[src/rtl/mixer_pkg.sv]
// Shared constants, state encoding and sample helpers for the audio mixer.
package mixer_pkg;

  localparam int NUM_CH   = 8;
  localparam int SAMPLE_W = 8;
  localparam int MIX_W    = 11;
  localparam int IDX_W    = $clog2(NUM_CH);

  typedef enum logic [1:0] {
    IDLE  = 2'd0,
    ACCUM = 2'd1,
    HOLD  = 2'd2
  } state_t;

  // Zero a muted channel, otherwise pass the sample through unchanged.
  function automatic logic [SAMPLE_W-1:0] gate_sample(input logic [SAMPLE_W-1:0] s,
                                                      input logic              muted);
    return muted ? '0 : s;
  endfunction

  // Zero-extend a channel sample to the accumulator width.
  function automatic logic [MIX_W-1:0] widen(input logic [SAMPLE_W-1:0] s);
    return {{(MIX_W-SAMPLE_W){1'b0}}, s};
  endfunction

endpackage

[src/rtl/tick_divider.sv]
// Free-running sample-period counter; tick pulses for one cycle at the last count.
module tick_divider #(
  parameter int TICK_DIV = 1134
) (
  input  logic CLOCK_50,
  input  logic resetn,
  output logic tick
);

  localparam int              CNT_W = $clog2(TICK_DIV);
  localparam logic [CNT_W-1:0] LAST = CNT_W'(TICK_DIV - 1);

  logic [CNT_W-1:0] count;

  // Count 0..TICK_DIV-1 and wrap.
  always_ff @(posedge CLOCK_50 or negedge resetn) begin
    if (!resetn) begin
      count <= '0;
    end else if (count == LAST) begin
      count <= '0;
    end else begin
      count <= count + CNT_W'(1);
    end
  end

  assign tick = (count == LAST);

endmodule

[src/rtl/mix_scheduler.sv]
// Captures eight channel samples on each sample tick, sums them one per cycle,
// and holds the sum with a valid/ready handshake toward the consumer.
module mix_scheduler
  import mixer_pkg::*;
#(
  parameter int TICK_DIV = 1134
) (
  input  logic                CLOCK_50,
  input  logic                resetn,
  input  logic [SAMPLE_W-1:0] audio0,
  input  logic [SAMPLE_W-1:0] audio1,
  input  logic [SAMPLE_W-1:0] audio2,
  input  logic [SAMPLE_W-1:0] audio3,
  input  logic [SAMPLE_W-1:0] audio4,
  input  logic [SAMPLE_W-1:0] audio5,
  input  logic [SAMPLE_W-1:0] audio6,
  input  logic [SAMPLE_W-1:0] audio7,
  input  logic [NUM_CH-1:0]   mute_mask,
  input  logic                mix_ready,
  output logic [MIX_W-1:0]    mix_out,
  output logic                mix_valid,
  output logic                busy,
  output logic                overrun
);

  logic                tick;
  state_t              state;
  state_t              state_next;
  logic [SAMPLE_W-1:0] audio_in [NUM_CH];
  logic [SAMPLE_W-1:0] sample   [NUM_CH];
  logic [MIX_W-1:0]    acc;
  logic [MIX_W-1:0]    acc_sum;
  logic [IDX_W-1:0]    idx;
  logic                capture;
  logic                add;
  logic                finish;
  logic                drop;
  logic                xfer;

  tick_divider #(
    .TICK_DIV (TICK_DIV)
  ) u_tick (
    .CLOCK_50 (CLOCK_50),
    .resetn   (resetn),
    .tick     (tick)
  );

  assign audio_in[0] = audio0;
  assign audio_in[1] = audio1;
  assign audio_in[2] = audio2;
  assign audio_in[3] = audio3;
  assign audio_in[4] = audio4;
  assign audio_in[5] = audio5;
  assign audio_in[6] = audio6;
  assign audio_in[7] = audio7;

  // Unsigned running sum; 8 x 255 = 2040 always fits in MIX_W bits.
  assign acc_sum = acc + widen(sample[idx]);
  assign xfer    = (state == HOLD) && mix_valid && mix_ready;
  assign busy    = (state != IDLE);

  // State register.
  always_ff @(posedge CLOCK_50 or negedge resetn) begin
    if (!resetn) begin
      state <= IDLE;
    end else begin
      state <= state_next;
    end
  end

  // Next-state and datapath strobes; a tick that cannot start a capture is dropped.
  always_comb begin
    state_next = state;
    capture    = 1'b0;
    add        = 1'b0;
    finish     = 1'b0;
    drop       = 1'b0;
    unique case (state)
      IDLE: begin
        if (tick) begin
          capture    = 1'b1;
          state_next = ACCUM;
        end
      end
      ACCUM: begin
        add  = 1'b1;
        drop = tick;
        if (idx == IDX_W'(NUM_CH - 1)) begin
          finish     = 1'b1;
          state_next = HOLD;
        end
      end
      HOLD: begin
        if (xfer) begin
          if (tick) begin
            capture    = 1'b1;
            state_next = ACCUM;
          end else begin
            state_next = IDLE;
          end
        end else begin
          drop = tick;
        end
      end
      default: state_next = IDLE;
    endcase
  end

  // Snapshot the channels (with muting) so later input changes cannot disturb the sum.
  always_ff @(posedge CLOCK_50 or negedge resetn) begin
    if (!resetn) begin
      for (int i = 0; i < NUM_CH; i++) sample[i] <= '0;
    end else if (capture) begin
      for (int i = 0; i < NUM_CH; i++) sample[i] <= gate_sample(audio_in[i], mute_mask[i]);
    end
  end

  // Accumulate one captured channel per cycle, lowest index first.
  always_ff @(posedge CLOCK_50 or negedge resetn) begin
    if (!resetn) begin
      acc <= '0;
      idx <= '0;
    end else if (capture) begin
      acc <= '0;
      idx <= '0;
    end else if (add) begin
      acc <= acc_sum;
      idx <= idx + IDX_W'(1);
    end
  end

  // Present the finished sum and hold it until the consumer takes it.
  always_ff @(posedge CLOCK_50 or negedge resetn) begin
    if (!resetn) begin
      mix_out   <= '0;
      mix_valid <= 1'b0;
    end else if (finish) begin
      mix_out   <= acc_sum;
      mix_valid <= 1'b1;
    end else if (xfer) begin
      mix_valid <= 1'b0;
    end
  end

  // Sticky record of any sample tick that was not captured.
  always_ff @(posedge CLOCK_50 or negedge resetn) begin
    if (!resetn) begin
      overrun <= 1'b0;
    end else if (drop) begin
      overrun <= 1'b1;
    end
  end

endmodule

[config.mk]
export PLATFORM = sky130hd
export DESIGN_NAME = mix_scheduler
export DESIGN_NICKNAME = d
export VERILOG_FILES = /design/src/rtl/mixer_pkg.sv /design/src/rtl/tick_divider.sv /design/src/rtl/mix_scheduler.sv
export SDC_FILE = /design/constraint.sdc
export NUM_CORES = 1
export LEC_CHECK = 0
export BUFFER_PORTS_ARGS = -buffer_cell sky130_fd_sc_hd__buf_2
export CAP_MARGIN = 20
export CELL_PAD_IN_SITES_DETAIL_PLACEMENT = 1
export CELL_PAD_IN_SITES_GLOBAL_PLACEMENT = 1
export CORE_MARGIN = 2
export CORE_UTILIZATION = 40
export DETAILED_ROUTE_END_ITERATION = 12
export GPL_TIMING_DRIVEN = 1
export PLACE_DENSITY = 0.76
export SYNTH_ARGS = -nofsm -noshare
export SYNTH_HDL_FRONTEND = slang
export SYNTH_SLANG_ARGS = --single-unit
[constraint.sdc]
create_clock -name CLOCK_50 -period 3.11 [get_ports CLOCK_50]
set_input_delay 0.4665 -clock CLOCK_50 [delete_from_list [all_inputs] [get_ports CLOCK_50]]
set_output_delay 0.4665 -clock CLOCK_50 [all_outputs]
set_load 0.1 [all_outputs]
# Word-level counts from Yosys, hierarchy flattened
# Index checks and enable logic that the tools add are counted.
# op_classes
muxes	31
magnitude_cmp	1
add_sub_neg	3
bitwise	1
eq_ne	7
n_reduce_logical	7
# op_table
op	n
8-bit 2-to-1 mux	10
11-bit 2-to-1 mux	3
8-bit binary-select mux with 3-bit select	1
11-bit by 1-bit adder with 11-bit output (second input constant)	1
11-bit by 8-bit adder with 11-bit output	1
11-bit == test (second input constant)	1
1-bit 2-to-1 mux	9
2-bit 2-to-1 mux	3
3-bit 2-to-1 mux	2
2-bit != test (second input constant)	3
2-bit case mux with 3 select lines	1
2-bit nonzero test	3
4-bit >= comparator (second input constant)	1
3-bit inverter with 4-bit output	1
1-bit case mux with 2 select lines	2
3-bit by 1-bit adder with 3-bit output (second input constant)	1
3-bit == test (second input constant)	1
3-bit AND reduction	1
2-bit by 1-bit == test with 1-bit output (second input constant)	1
2-bit == test (second input constant)	1
1-bit logical AND	2
2-bit zero test	1
# totals
output_inout_bits	14
in_bits	75
word_cells	65
regBits	104

# Logic depth before layout (Yosys ltp)
# Gate-level depths: netlist of the first run.
# logic_depth
ltp_word	7
depth_mapped	12
mapped_depth_nobuf	10

# Modules after synthesis
# A second synthesis of the first run with hierarchy kept.
# hier_totals
hier_cells	524
hier_area_um2	5311.3
# by_module_without_submodules
mod	area_per_inst_um2	cells_each	instances
mix_scheduler	4752.1	471	1
tick_divider	559.3	53	1

# Worst setup path after synthesis of the first run
# No wires, ideal clock.
# synth_path
path_type	register to register
startpoint	register idx[0]
endpoint	register acc[10]
stages_incl_launch_ff	11
arrival_ns	3.048
slack_ns	-0.016
setup_ns	0.078
path_cell_list	dfrtp_1 buf_2 buf_2 mux4_2 mux2_2 ha_1 o211a_1 o31a_1 nor2_1 or4_1 a21oi_1
# synth_between
elab_chain_len	7
# synth_rtl
item	line	source
start: declaration	mix_scheduler.sv:33	logic [IDX_W-1:0] idx;
start signal: assignment	mix_scheduler.sv:128	idx <= idx + IDX_W'(1);
3-bit inverter with 4-bit output (not written as such)	mix_scheduler.sv:58	assign acc_sum = acc + widen(sample[idx]);
8-bit binary-select mux with 3-bit select	mix_scheduler.sv:58	
8-bit 2-to-1 mux (not written as such) (2 in series)	mix_scheduler.sv:58	
11-bit by 8-bit adder with 11-bit output	mix_scheduler.sv:58	
11-bit 2-to-1 mux	mix_scheduler.sv:126	end else if (add) begin
11-bit 2-to-1 mux	mix_scheduler.sv:123	end else if (capture) begin
end signal: assignment	mix_scheduler.sv:127	acc <= acc_sum;
end: declaration	mix_scheduler.sv:31	logic [MIX_W-1:0] acc;
# No other way between the ends. The select of a mux whose other input is x is not followed.
# A chain may end at the register's enable or synchronous reset.

# Worst setup path in the final report of the first run
# Same ends and word-level chain as after synthesis.

==> impl_metrics.ini, run 1 <==
[outcome]
status = complete, no violations

[die]
start_util = 0.408
die_y_um = 120
rows = 42
dieWidth_um = 120
io_pins = 89
dieArea_sq_um = 14400
coreArea_sq_um = 13200

[detailed_routing]
ant_nets = 0
vias = 4071
drt_iter0_drc = 206
drt_wl_total_um = 13500
wl_per_cell_um = 17.1
remaining_drc_errors = 0
drtPass1Iterations = 4
viasPerCell = 5.13

[worst_setup_path]
end_kind = flip-flop
cp.required_ps = 3380
crit_type = flip-flop to flip-flop
worst-path-max-fanout = 7
worstSetupStartpointType = flip-flop
cp.arrival_ps = 3310

[timing]
hold_viol = 0
fin_setup_tns_ps = 0
skew_ps = 7.71
slew_violations = 0
max_freq_mhz = 329
final.period_utilization = 0.978
max_slew.worst_pin.slew_ps = 827
maxSlewHeadroom = 0.447
setup_viol = 0
fin_worst_hold_slack_ps = 159
fin_crit_ps = 3040

[global_route]
grt_max_degree = 60
use_met3 = 0.0499
overflow = 0
busiest_layer = met2
grt_first_pass_wirelength_um = 22000
grt_usage = 0.198
grtUsageMet2 = 0.341
grt_util_met1 = 0.244
antenna_found_initial = 0
first_global_vias = 4379

[yosys]
netlist.area_leader.share = 0.483
syn-num-nets = 613
postSynthCellCount = 521
ys_seq_area_frac = 0.483
syn-cell-area_sq_um = 5390
ys_ff_latch = 104
synth_cell_type_count = 45
yosys.area.top_type = dfrtp_1
yosysWarnings = 0
syn_area_per_cell_sq_um = 10.3
synthTopCellsByArea = dfrtp_1 48%, nand2b_1 7.8%, mux4_2 6.7%

[placement]
port_buffers = 88
hpwl_um = 10100
dp.cells = 771
place_area_sq_um = 6020
gp_congestion = 0.843

[finish]
n_antenna_cell = 0
seqCellArea_sq_um = 2600
fin_nets = 705
mostFrequentLayoutCells = 103 x dfrtp_1, 87 x buf_2, 84 x nand2_1
area_growth_pct = 19.8
final_cells = 794
post-route-cell-area_sq_um = 6450
final_common_cell = dfrtp_1
fillers = 1495
drive_gt1_frac = 0.265
multi_input_area_sq_um = 2670

[pwr]
peakVddDrop_uv = 270
p_leak_uw = 0.00298
power_uw = 2610
powerDensity_nw_per_um2 = 405

[run]
max_cap_violations = 0

[cts]
cts.sinks = 104
clock_path_buffers = 2
ctsHoldBuffers = 0
cts_root_buf = clkbuf_16
cts_tree = built
htree_levels = 3
cts_buffers = 9
clkTransAtPathRegs_ps = 70
clk_latency_ps = 350

[hold_path]
worstHoldPathType = input pin to asynchronous set/reset pin
## state kept, by name, indices dropped and copies added, names as in the netlist
register / count
idx: 3
u_tick.count: 11
state: 2
sample: 64
acc: 11
mix_valid: 1
overrun: 1
mix_out: 11
## layer usage
metal	vias up	share of wire	wire, um
li1	1963	-	-
met1	2021	0.43	5840
met2	71	0.51	6910
met3	16	0.038	519
met4	0	0.020	266
met5	-	0	0
## repair_timing
| item | CTS | global route |
|---|---|---|
| gates resized for setup | 0 | 15 |
| setup endpoints to repair | 0 | 4 |
| setup buffers | 0 | 6 |
## worst paths after layout
kind	to	start	slack [ps]	cells past startpoint
max in group asynchronous	idx[0]$_DFFE_PN0P_	resetn	2210	2
max	acc[10]$_DFFE_PN0P_	idx[0]$_DFFE_PN0P_	70	9
min reg2reg	overrun$_DFFE_PN0P_	overrun$_DFFE_PN0P_	470	1
max reg2reg	acc[10]$_DFFE_PN0P_	idx[0]$_DFFE_PN0P_	70	9
min	u_tick.count[10]$_DFF_PN0_	resetn	160	1
min in group CLOCK_50	sample[52]$_DFFE_PN0P_	audio1[4]	350	3
## power breakdown
| group | internal (uW) | switching [uW] | total, uW |
|---|---|---|---|
| sequential | 1350 | 0 | 1350 |
| clock | 649 | 489 | 1140 |
| combinational | 55.9 | 64.8 | 121 |
| total | 2060 | 554 | 2610 |
## worst max-delay path, cell delays in order, from the launching register on
cell	delay, ps
dfrtp_2	420
clkbuf_16	170
mux4_2	490
mux2_2	290
ha_1	410
o211a_1	190
o31a_1	240
nor2_1	90
or4_1	510
a21oi_1	150
## stage by stage
stage,util,setup WS [ps]
2_1_floorplan,-,73.4
3_3_place_gp,0.456,186
3_5_place_dp,0.456,70.4
4_1_cts,0.479,49.7
5_1_grt,0.489,-27.9
6_report,0.489,68.5
## logic make-up (layout without fill, tap and decap cells)
kind of cell,count (synthesis),after routing,share of synthesized area
and+or+nand+nor,205,205,0.188
AOI/OAI and AO/OA,106,106,0.111
DFF,104,104,0.483
muxes,37,37,0.109
buffers and inverters,32,129,0.0344
xor gates and xnor gates,20,20,0.0325
adders and majority gates,17,17,0.0409
## cells in the mapped netlist, drive strengths merged
library cell and instances:
nor2b 2, nor3 3, o311ai 1, and2 2, xnor2 10, o21ai 78, clkbuf 11, o211a 1
and3 1, o21bai 2, inv 8, a21boi 1, nand3 11, and4 1, o211ai 5, ha 16
mux2 14, mux4 16, mux2i 7, a21o 3, o31a 1, nand3b 4, nand4b 1, a31oi 1
fa 1, and4bb 1, or4 1, a211oi 1, nand2b 67, dfrtp 104, nor4 1, a21oi 8
or2 1, xor2 10, o31ai 2, buf 13, nand2 84, nor2 25, o21a 2
## cell type report
class                           instances  share of cell area
Clock buffer                           14              0.0394
Clock inverter                          2             0.00601
Timing Repair Buffer                  105              0.0989
Tap cell                              176              0.0341
Inverter                                8             0.00465
Multi-Input combinational cell        385               0.413
Sequential cell                       104               0.404
Note: power is estimated with default switching activity, not from simulation.
==> run 2: changes to the inputs <==
--- a/config.mk
+++ b/config.mk
@@ -7,13 +7,11 @@
 export LEC_CHECK = 0
 export BUFFER_PORTS_ARGS = -buffer_cell sky130_fd_sc_hd__buf_2
 export CAP_MARGIN = 20
-export CELL_PAD_IN_SITES_DETAIL_PLACEMENT = 1
-export CELL_PAD_IN_SITES_GLOBAL_PLACEMENT = 1
 export CORE_MARGIN = 2
-export CORE_UTILIZATION = 40
+export CORE_UTILIZATION = 51
 export DETAILED_ROUTE_END_ITERATION = 12
 export GPL_TIMING_DRIVEN = 1
-export PLACE_DENSITY = 0.76
+export PLACE_DENSITY = 0.75
 export SYNTH_ARGS = -nofsm -noshare
 export SYNTH_HDL_FRONTEND = slang
 export SYNTH_SLANG_ARGS = --single-unit
==> run 2 against run 1 <==
Against the previous run: combinational power shrank 3%; clock skew is essentially flat; register-to-register slack gained 70 ps; core utilization up 12 points; cell area shrank 3.5%; critical path depth is 2 higher; final cell count is 5.3% lower; largest cell class unchanged.
==> impl_metrics.ini, run 2 (synthesized netlist as in run 1, its figures left out) <==
[global_route]
antenna_found_initial = 0
busiest_layer = met2
grt_first_pass_wirelength_um = 19700
grt_util_met1 = 0.304
use_met3 = 0.0353
grtUsageMet2 = 0.360
first_global_vias = 4026
grt_usage = 0.223
overflow = 0
grt_max_degree = 69

[finish]
mostFrequentLayoutCells = 102 x dfrtp_1, 87 x buf_2, 84 x nand2_1
final_cells = 752
final_common_cell = dfrtp_1
fillers = 897
area_growth_pct = 15.6
fin_nets = 703
largest_register = sample
drive_gt1_frac = 0.260
n_antenna_cell = 0
largest_register_ffs = 64

[worst_setup_path]
crit_type = flip-flop to flip-flop
worst-path-max-fanout = 8
reg2reg_from = idx[0]$_DFFE_PN0P_
timing.critical_path.from = idx[0]$_DFFE_PN0P_
cp.arrival_ps = 3210
worstSetupStartpointType = flip-flop
r2r_cells = 11
r2r_slack_ps = 140
reg2reg_to = mix_out[8]$_DFFE_PN0P_
end_kind = flip-flop
crit_end = mix_out[8]$_DFFE_PN0P_
cp.required_ps = 3350

[die]
rows = 37
die_y_um = 107
io_pins = 89
start_util = 0.524
dieWidth_um = 107
coreArea_sq_um = 10300
dieArea_sq_um = 11400

[cts]
cts_tree = built
ctsHoldBuffers = 0
cts_root_buf = clkbuf_8
htree_levels = 3
cts.sinks = 104
clk_latency_ps = 370
cts_buffers = 9
clkTransAtPathRegs_ps = 100
clock_path_buffers = 2

[detailed_routing]
wl_per_cell_um = 15.6
drt_iter0_drc = 206
vias = 4005
remaining_drc_errors = 0
ant_nets = 0
drt_wl_total_um = 11700
drtPass1Iterations = 4
viasPerCell = 5.33

[timing]
slew_violations = 0
post-route-worst-setup-slack_ps = 138
hold_viol = 0
fin_worst_hold_slack_ps = 95.2
fin_setup_tns_ps = 0
fin_crit_ps = 2970
maxSlewHeadroom = 0.446
max_freq_mhz = 336
skew_ps = 7.26
setup_viol = 0
max_slew.worst_pin.slew_ps = 829
final.period_utilization = 0.956

[pwr]
powerDensity_nw_per_um2 = 378
peakVddDrop_uv = 254
p_leak_uw = 0.00292

[outcome]
status = complete, no violations

[placement]
pre_cts_slack_ps = 140
hpwl_um = 8950
port_buffers = 88
dp.cells = 733
gp_congestion = 0.915

[hold_path]
worstHoldPathType = input pin to asynchronous set/reset pin

[run]
max_cap_violations = 0
-- run 2: cell types whose count changed in the layout (fill, tap and decap cells not counted), moves of 2 or more --
| cell | before | now |
|---|---|---|
| clkbuf_16 | 10 | 1 |
| ha_4 | 3 | 0 |
| clkbuf_8 | 1 | 10 |
| buf_12 | 4 | 2 |
| clkbuf_1 | 4 | 0 |
| ha_1 | 13 | 16 |
-- run 2: metrics by stage --
step           utilization  power (uW)  cell area [sq um]
2_1_floorplan            -        1410               5390
3_3_place_gp         0.580        1490               5960
3_5_place_dp         0.580        1500               5960
4_1_cts              0.601        2380               6170
5_1_grt              0.606        2450               6230
6_report             0.606        2350               6230
-- run 2: routing by layer --
layer | part of all wire | up-vias | routed length [um]
li1 | - | 1962 | -
met1 | 0.45 | 1910 | 5310
met2 | 0.48 | 108 | 5580
met3 | 0.041 | 25 | 479
met4 | 0.029 | 0 | 338
met5 | 0 | - | 0
-- run 2: what timing repair did --
action,4_1_cts,5_1_grt
buffers inserted,0,2
gates resized for setup,0,6
setup endpoints to repair,0,4
-- run 2: layout make-up --
cell class                 count  area (sq um)  area share
sequential                   104          2610       0.418
tap                          136           170      0.0273
multi-input combinational    385          2610       0.419
clock buffer                  10           138      0.0221
inverter                       8          30.0     0.00482
clock inverter                 6          75.1      0.0121
timing repair buffer         103           598      0.0961
-- run 2: worst max-delay path, cell delays in order, from the launching register on --
cell and delay [ps]:
dfrtp_2 420, buf_12 140, mux4_2 510, mux2_2 300, ha_1 220, inv_1 80, fa_2 220, nor2b_2 60
o31a_1 360, o21bai_1 220, mux2i_1 210, o311ai_1 100
-- run 2: power breakdown --
part	switching, uW	internal, uW
registers	0	1350
clock network	481	405
logic	61.7	54.9
-- run 2: worst min-delay path by stage --
stage                                 end  slack [ps]  cells past startpoint
2_1_floorplan          acc[0]$_DFFE_PN0P_         170                      0
3_3_place_gp       mix_out[1]$_DFFE_PN0P_         460                      2
3_5_place_dp       mix_out[6]$_DFFE_PN0P_         470                      2
4_1_cts         u_tick.count[8]$_DFF_PN0_         130                      1
5_1_grt        u_tick.count[10]$_DFF_PN0_         150                      1
6_report        u_tick.count[8]$_DFF_PN0_         100                      1
==> run 3: changes to the inputs <==
--- a/config.mk
+++ b/config.mk
@@ -12,6 +12,7 @@
 export DETAILED_ROUTE_END_ITERATION = 12
 export GPL_TIMING_DRIVEN = 1
 export PLACE_DENSITY = 0.75
+export SETUP_SLACK_MARGIN = 0.15
 export SYNTH_ARGS = -nofsm -noshare
 export SYNTH_HDL_FRONTEND = slang
 export SYNTH_SLANG_ARGS = --single-unit
==> run 3 against run 2 <==
Against the previous run: clock skew up 2.2 ps; cell area rose by 0.80%; critical path type unchanged; global-route usage decreased by 0.66 points; non-clock buffer count did not move; sequential power is essentially flat; via count is 1.1% lower; highest routed layer unchanged.
==> impl_metrics.ini, run 3 (synthesized netlist as in run 1, its figures left out) <==
[outcome]
status = complete, no violations

[finish]
area_growth_pct = 16.5
fin_util = 0.611
mostFrequentLayoutCells = 102 x dfrtp_1, 87 x buf_2, 84 x nand2_1
final_common_cell = dfrtp_1
fin_nets = 703
drive_gt1_frac = 0.267
largest_register = sample
largest_register_ffs = 64
n_antenna_cell = 0

[global_route]
grt_first_pass_wirelength_um = 19000
first_global_vias = 3788
antenna_found_initial = 0
grt_usage = 0.216
grt_max_degree = 61
overflow = 0

[pwr]
powerDensity_nw_per_um2 = 366
peakVddDrop_uv = 256
power_uw = 2300
p_leak_uw = 0.00291

[placement]
port_buffers = 88
gp_congestion = 0.884
hpwl_um = 8520

[worst_setup_path]
cp.required_ps = 3340
cp.arrival_ps = 3150
worst-path-max-fanout = 7
timing.critical_path.from = idx[0]$_DFFE_PN0P_
crit_type = flip-flop to flip-flop
worstSetupStartpointType = flip-flop
reg2reg_from = idx[0]$_DFFE_PN0P_
end_kind = flip-flop

[cts]
cts_tree = built
ctsHoldBuffers = 0
cts_root_buf = clkbuf_8
cts.sinks = 104
cts_buffers = 9
clkTransAtPathRegs_ps = 100
clock_path_buffers = 2
htree_levels = 3
clk_latency_ps = 370

[timing]
skew_ps = 9.49
fin_worst_hold_slack_ps = 147
max_freq_mhz = 341
slew_violations = 0
maxSlewHeadroom = 0.466
setup_viol = 0
rsz0062_at_grt = true
max_slew.worst_pin.slew_ps = 797
fin_crit_ps = 2930
final.period_utilization = 0.942
hold_viol = 0

[detailed_routing]
ant_nets = 0
wl_per_cell_um = 15.3
viasPerCell = 5.27
drtPass1Iterations = 4
vias = 3959
remaining_drc_errors = 0
drt_wl_total_um = 11500
drt_iter0_drc = 214

[die]
coreArea_sq_um = 10300
start_util = 0.524
io_pins = 89
dieArea_sq_um = 11400
dieWidth_um = 107
die_y_um = 107
rows = 37

[run]
max_cap_violations = 0

[hold_path]
worstHoldPathType = input pin to asynchronous set/reset pin
run 3: cell count changes in the layout (fill, tap and decap cells not counted), sizes merged:
cell	previous run	this run
clkinv	2	0
clkinvlp	1	2
clkbuf	11	12
inv	10	9
run 3: cell type report:
type                            count  area, sq um
Clock buffer                       11          131
Tap cell                          136          170
Multi-Input combinational cell    385         2680
Timing Repair Buffer              103          611
Fill cell                         881         4000
Clock inverter                      4         53.8
Sequential cell                   104         2610
Inverter                            8         30.0
run 3: per-stage QoR:
stage,TNS [ps],instance area [sq um],worst slack (ps),instances
floorplan,0,5400,198,521
global placement,0,5970,233,732
detailed placement,0,5970,167,732
CTS,0,6160,149,748
global route,-76.9,6280,-48.8,751
finish,0,6280,181,751
run 3: what timing repair did:
item                       4_1_cts  5_1_grt
cloned                           0        1
pin swaps                        0        5
gates resized for setup          1       18
setup buffers                    1        2
setup endpoints to repair        1       12
run 3: worst paths after layout:
kind | end | cells past startpoint | slack, ps
max in group asynchronous | acc[4]$_DFFE_PN0P_ | 2 | 2230
min in group CLOCK_50 | sample[7]$_DFFE_PN0P_ | 3 | 320
setup reg to reg | mix_out[7]$_DFFE_PN0P_ | 10 | 180
setup / recovery | mix_out[7]$_DFFE_PN0P_ | 10 | 180
hold / removal | u_tick.count[8]$_DFF_PN0_ | 1 | 150
hold reg to reg | mix_out[10]$_DFFE_PN0P_ | 2 | 480
run 3: routing by layer:
| layer | part of all wire | wire, um | track usage | up-vias |
|---|---|---|---|---|
| li1 | - | - | - | 1957 |
| met1 | 0.44 | 5070 | 0.287 | 1878 |
| met2 | 0.48 | 5520 | 0.357 | 106 |
| met3 | 0.052 | 593 | 0.0498 | 18 |
| met4 | 0.027 | 315 | 0.0640 | 0 |
| met5 | 0 | 0 | 0 | - |
run 3: report_power, final:
part / internal (uW) / switching [uW]
clock network: 372 / 458
registers: 1350 / 0
logic: 55.8 / 61.5
run 3: critical path: stages, from the launching register on:
cell and delay, ps:
dfrtp_2 440, clkbuf_16 180, mux4_2 510, mux2i_1 250, inv_1 90, ha_1 320, a211oi_2 260, o21ai_1 130
o31ai_1 300, xor2_1 190, o21ai_0 100
